[src/rtl/wb_burst_reader.sv]
// Wishbone burst-read master: fetches a block of 32-bit words with linear incrementing
// bursts, buffers them in a FIFO and presents them on a valid/ready stream.
module wb_burst_reader #(
  parameter int BURST_LEN  = 8,
  parameter int FIFO_DEPTH = 16
) (
  input  logic        clk,
  input  logic        rst,
  input  logic        start,
  input  logic [31:0] base_adr,
  input  logic [15:0] nb_words,
  output logic        busy,
  output logic        done,
  output logic        wb_cyc,
  output logic        wb_stb,
  output logic        wb_we,
  output logic [31:0] wb_adr,
  output logic [3:0]  wb_sel,
  output logic [2:0]  wb_cti,
  output logic [1:0]  wb_bte,
  input  logic [31:0] wb_dat_sm,
  input  logic        wb_ack,
  output logic [31:0] out_data,
  output logic        out_valid,
  input  logic        out_ready
);

  localparam int AW = (FIFO_DEPTH > 1) ? $clog2(FIFO_DEPTH) : 1;
  localparam int CW = $clog2(FIFO_DEPTH + 1);

  if (BURST_LEN < 1 || FIFO_DEPTH < BURST_LEN || (FIFO_DEPTH & (FIFO_DEPTH - 1)) != 0) begin : g_param_check
    $error("wb_burst_reader: FIFO_DEPTH must be a power of 2 and >= BURST_LEN >= 1");
  end

  typedef enum logic [2:0] {
    S_IDLE,
    S_WAIT_ROOM,
    S_BURST,
    S_DRAIN,
    S_DONE
  } state_t;

  state_t        state_q, state_d;
  logic [31:0]   adr_q, adr_d;
  logic [15:0]   rem_q, rem_d;
  logic [15:0]   beat_q, beat_d;
  logic          busy_q, busy_d;
  logic          done_q, done_d;

  logic [31:0]   mem [FIFO_DEPTH];
  logic [AW-1:0] wr_q, rd_q;
  logic [CW-1:0] cnt_q;

  logic          in_burst;
  logic          push;
  logic          pop;
  logic [15:0]   beats_w;
  logic [16:0]   free_w;

  function automatic logic [AW-1:0] ptr_inc(input logic [AW-1:0] p);
    return (p == AW'(FIFO_DEPTH - 1)) ? '0 : p + 1'b1;
  endfunction

  assign in_burst  = (state_q == S_BURST);
  assign push      = in_burst & wb_ack;
  assign out_valid = (cnt_q != '0);
  assign pop       = out_valid & out_ready;

  // A pop in the same cycle frees a slot in time for the next burst's first push.
  assign beats_w = (rem_q > 16'(BURST_LEN)) ? 16'(BURST_LEN) : rem_q;
  assign free_w  = 17'(FIFO_DEPTH) - 17'(cnt_q) + 17'(pop);

  always_comb begin
    state_d = state_q;
    adr_d   = adr_q;
    rem_d   = rem_q;
    beat_d  = beat_q;
    done_d  = 1'b0;
    unique case (state_q)
      S_IDLE: begin
        if (start) begin
          adr_d   = base_adr & ~32'd3;
          rem_d   = nb_words;
          state_d = (nb_words == 16'd0) ? S_DONE : S_WAIT_ROOM;
        end
      end
      S_WAIT_ROOM: begin
        if ({1'b0, beats_w} <= free_w) begin
          beat_d  = beats_w;
          state_d = S_BURST;
        end
      end
      S_BURST: begin
        if (wb_ack) begin
          adr_d  = adr_q + 32'd4;
          rem_d  = rem_q - 16'd1;
          beat_d = beat_q - 16'd1;
          if (beat_q == 16'd1) begin
            state_d = (rem_q == 16'd1) ? S_DRAIN : S_WAIT_ROOM;
          end
        end
      end
      S_DRAIN: begin
        if (cnt_q == '0) begin
          state_d = S_DONE;
        end
      end
      S_DONE: begin
        done_d  = 1'b1;
        state_d = S_IDLE;
      end
      default: state_d = S_IDLE;
    endcase
    busy_d = (state_d != S_IDLE);
  end

  always_ff @(posedge clk) begin
    if (!rst) begin
      state_q <= S_IDLE;
      adr_q   <= '0;
      rem_q   <= '0;
      beat_q  <= '0;
      busy_q  <= 1'b0;
      done_q  <= 1'b0;
    end else begin
      state_q <= state_d;
      adr_q   <= adr_d;
      rem_q   <= rem_d;
      beat_q  <= beat_d;
      busy_q  <= busy_d;
      done_q  <= done_d;
    end
  end

  always_ff @(posedge clk) begin
    if (push) begin
      mem[wr_q] <= wb_dat_sm;
    end
  end

  always_ff @(posedge clk) begin
    if (!rst) begin
      wr_q  <= '0;
      rd_q  <= '0;
      cnt_q <= '0;
    end else begin
      if (push) begin
        wr_q <= ptr_inc(wr_q);
      end
      if (pop) begin
        rd_q <= ptr_inc(rd_q);
      end
      unique case ({push, pop})
        2'b10:   cnt_q <= cnt_q + 1'b1;
        2'b01:   cnt_q <= cnt_q - 1'b1;
        default: cnt_q <= cnt_q;
      endcase
    end
  end

  // Head word is masked while empty so the stream reads as zero after reset.
  assign out_data = out_valid ? mem[rd_q] : '0;

  assign busy   = busy_q;
  assign done   = done_q;
  assign wb_cyc = in_burst;
  assign wb_stb = in_burst;
  assign wb_we  = 1'b0;
  assign wb_adr = adr_q;
  assign wb_sel = 4'b1111;
  assign wb_cti = in_burst ? ((beat_q == 16'd1) ? 3'b111 : 3'b010) : 3'b000;
  assign wb_bte = 2'b00;

endmodule

[config.mk]
export PLATFORM = sky130hd
export DESIGN_NAME = wb_burst_reader
export DESIGN_NICKNAME = d
export VERILOG_FILES = /design/src/rtl/wb_burst_reader.sv
export SDC_FILE = /design/constraint.sdc
export NUM_CORES = 1
export LEC_CHECK = 0
export CAP_MARGIN = 15
export CORE_UTILIZATION = 40
export CTS_BUF_LIST = sky130_fd_sc_hd__clkbuf_2
export DETAILED_ROUTE_END_ITERATION = 10
export SYNTH_ARGS = -nofsm -noshare
export SYNTH_HDL_FRONTEND = slang
export SYNTH_SLANG_ARGS = --single-unit
export TNS_END_PERCENT = 5
[constraint.sdc]
create_clock -name clk -period 8.9 [get_ports clk]
set_input_delay 1.335 -clock clk [delete_from_list [all_inputs] [get_ports clk]]
set_output_delay 1.335 -clock clk [all_outputs]
set_load 0.03 [all_outputs]
==> impl_metrics.yaml <==
routing:
  ant_nets: 0
  drt_first_iter_violations: 955
  via_per_inst: 5.413
  wl_per_cell_um: 21.43
  vias: 14640
  drt_wl_total_um: 57940
  dr.pass1.iters: 5
  drc: 0
timing:
  fmax_ghz: 0.1561
  setup_viol_count_final: 0
  tightest_slew_ns: 1.060
  fin_worst_skew_ns: 0.08566
  hold_viol: 0
  hold_ws_ns: 0.4669
  slew_viol_final: 0
  rsz0062_at_grt: "no"
  fin_crit_sh_pct: 71.98
  fin_crit_ns: 6.406
  final.setup.tns_ns: 0
  slew_headroom_pct: 29.23
die:
  die_h_um: 252.1
  rows: 91
  die_width_um: 252.1
  design.die.area_mm2: 0.06357
  start_util_pct: 40.56
  core_area_mm2: 0.06171
  num_io_pins: 164
synth:
  yosys.area_share.simple_pct: 6.959
  synth_top_family_by_area: "multiplexers"
  synth_async_sr_flop_share_pct: 0
  synth-edff-count: 512
  synth_top_flop_cell: "edfxtp_1"
  synth.largest_area_cell: "edfxtp_1"
  ys_ff_latch: 596
  synth_area_mm2: 0.02503
  syn_avg_cell_area_um2: 16.62
  synthMuxAreaShare_pct: 14.60
  yosys.area.top_type_share_pct: 61.43
  ys_seq_area_share_pct: 68.15
  synth_compound_area_share_pct: 5.819
  ys_top_cells_by_area: "edfxtp_1 61%, mux4_2 14%, dfxtp_1 6.7%, ha_1 1.8%, o21ai_0 1.4%"
  yosys_warnings: 0
  netlist_instances: 1506
  synth_xor_area_share_pct: 0.3499
  ys_types: 75
  synthAdderAreaFrac_pct: 1.920
cts:
  cts_hold_buf: 0
  cts_resized: 0
  clkSinkCount: 596
  numCtsBuffers: 155
  clockBufferDepth: 3
  clkLatencyLatePin_ns: 1.31
  h-tree-depth: 4
  post_cts_buffers: 0
  clk_pin_slew_ns: 0.09
  cts_tree: "yes"
  root_buffer: "clkbuf_2"
global_route:
  grt_overflow: 0
  grt_pass1_wl_um: 87510
  grt.total_usage_pct: 18.53
  antenna_found_initial: 4
  grt_pass1_vias: 15480
  grt_max_degree: 112
critical_path:
  cp-start-kind: "register"
  crit_required_ns: 7.57
  crit_arrival_ns: 5.07
  crit_fanout: 67
  max_stage_delay_ns: 1.04
  worst_path_max_delay_cell: "dfxtp_4"
  worstPathCellList: "buf_4, mux4_2, mux4_2, and2_1, clkdlybuf4s50_1"
  cpMostUsedCell: "mux4_2"
  end_kind: "output port"
  critPathKind: "reg -> out"
layout:
  drive_above_1_share_pct: 24.46
  syn_to_final_growth_pct: 15.12
  layout_common_cells: "512 x edfxtp_1, 213 x clkbuf_2, 160 x mux4_2"
  nNetsFinal: 1888
  final_common_cell: "edfxtp_1"
  stdcell_count: 2704
  fin_area_mm2: 0.02881
power_and_ir_drop:
  power.density_mw_per_mm2: 187.7
  power.leakage_nw: 9.293
  peakVddDrop_mv: 0.1090
  p_total_mw: 5.407
placement:
  place_inst: 2446
  port_buffers: 152
  post-dp-hpwl_um: 30560
  placed_cell_area_mm2: 0.02749
  gp_congestion: 0.7729
outcome:
  status: "finished, final reports clean"
job:
  cap_violations: 0
min_path:
  min_path_type: "reg -> reg"
==> through the flow <==
| step | utilization [%] | worst slack, ns |
|---|---|---|
| CTS | 46.66 | 2.293 |
| detailed placement | 44.55 | 2.832 |
| finish | 46.69 | 2.494 |
| global route | 46.68 | 2.242 |
| global placement | 44.55 | 3.023 |
| floorplan | - | 4.290 |
==> state kept, by name, summed over array words and instances (netlist names), named ones only <==
signal and flops:
busy 1, state_q 3, done 1, rd_q 4, beat_q 16, mem 512, rem_q 16, wb_adr 30
wr_q 4, cnt_q 5
==> power breakdown <==
part	switching, mW	internal, mW	leakage [nW]
registers	0.0440	3.06	5.29
clock network	1.08	0.704	0.988
logic	0.293	0.225	3.01
==> final timing paths <==
path         depth (start not counted)  slack [ns]                 endpoint              startpoint
min reg2reg                          2        0.47   rem_q[13]$_SDFFE_PN0P_  rem_q[13]$_SDFFE_PN0P_
max                                  5        2.49              out_data[0]                register
min                                  2        0.47   rem_q[13]$_SDFFE_PN0P_  rem_q[13]$_SDFFE_PN0P_
max reg2reg                         17        3.33  beat_q[15]$_SDFFE_PN0P_   cnt_q[0]$_SDFFE_PN0P_
==> metal layers <==
metal  up-vias  global-route usage (%)  wire [um]
met5         -                       0         27
met4         4                   8.433       1545
met3       127                   4.356       3562
met2       498                   30.52      28780
met1      7383                   23.26      24030
li1       6626                       -          -
==> Yosys cell counts, types with 5 or more instances <==
library cell,count
a22oi_1,11
edfxtp_1,512
nor4_1,12
and2_1,47
nor2_1,80
nor2b_1,5
a211oi_1,11
o22ai_1,10
buf_2,17
o21ai_0,68
and3_1,15
buf_1,7
ha_1,36
inv_1,27
a31oi_1,19
xor2_1,7
nand2_1,70
nand4_1,15
buf_4,12
nand2b_1,5
o31ai_1,8
a21oi_1,64
clkbuf_1,58
nand3_1,24
mux4_2,160
nor3_1,28
dfxtp_1,84
==> cell families after synthesis <==
group                    count (synthesis)
adder cells (fa/ha/maj)                 38
multiplexers                           165
AO/OA/AOI/OAI                          235
XOR/XNOR                                10
buffers and inverters                  125
AND/OR/NAND/NOR                        335
flip-flops                             596
other                                    2
==> worst max-delay path, delay by kind of cell, from the launching register on <==
kind | cells | cell delay [ns]
buffers and inverters | 2 | 1.53
DFF | 1 | 1.04
muxes | 2 | 0.91
and+or+nand+nor | 1 | 0.22
==> cell type report <==
type                    instances  area, um^2
flip-flops and latches        596       17070
inverters                      30       112.6
diodes                          7       17.52
well taps                     837        1047
clock buffers                 213        1066
clock inverters                38       235.2
fillers                      5467       32900
repair buffers                178        1729
multi-input cells             805        7537
(Power assumes the default switching activity.)
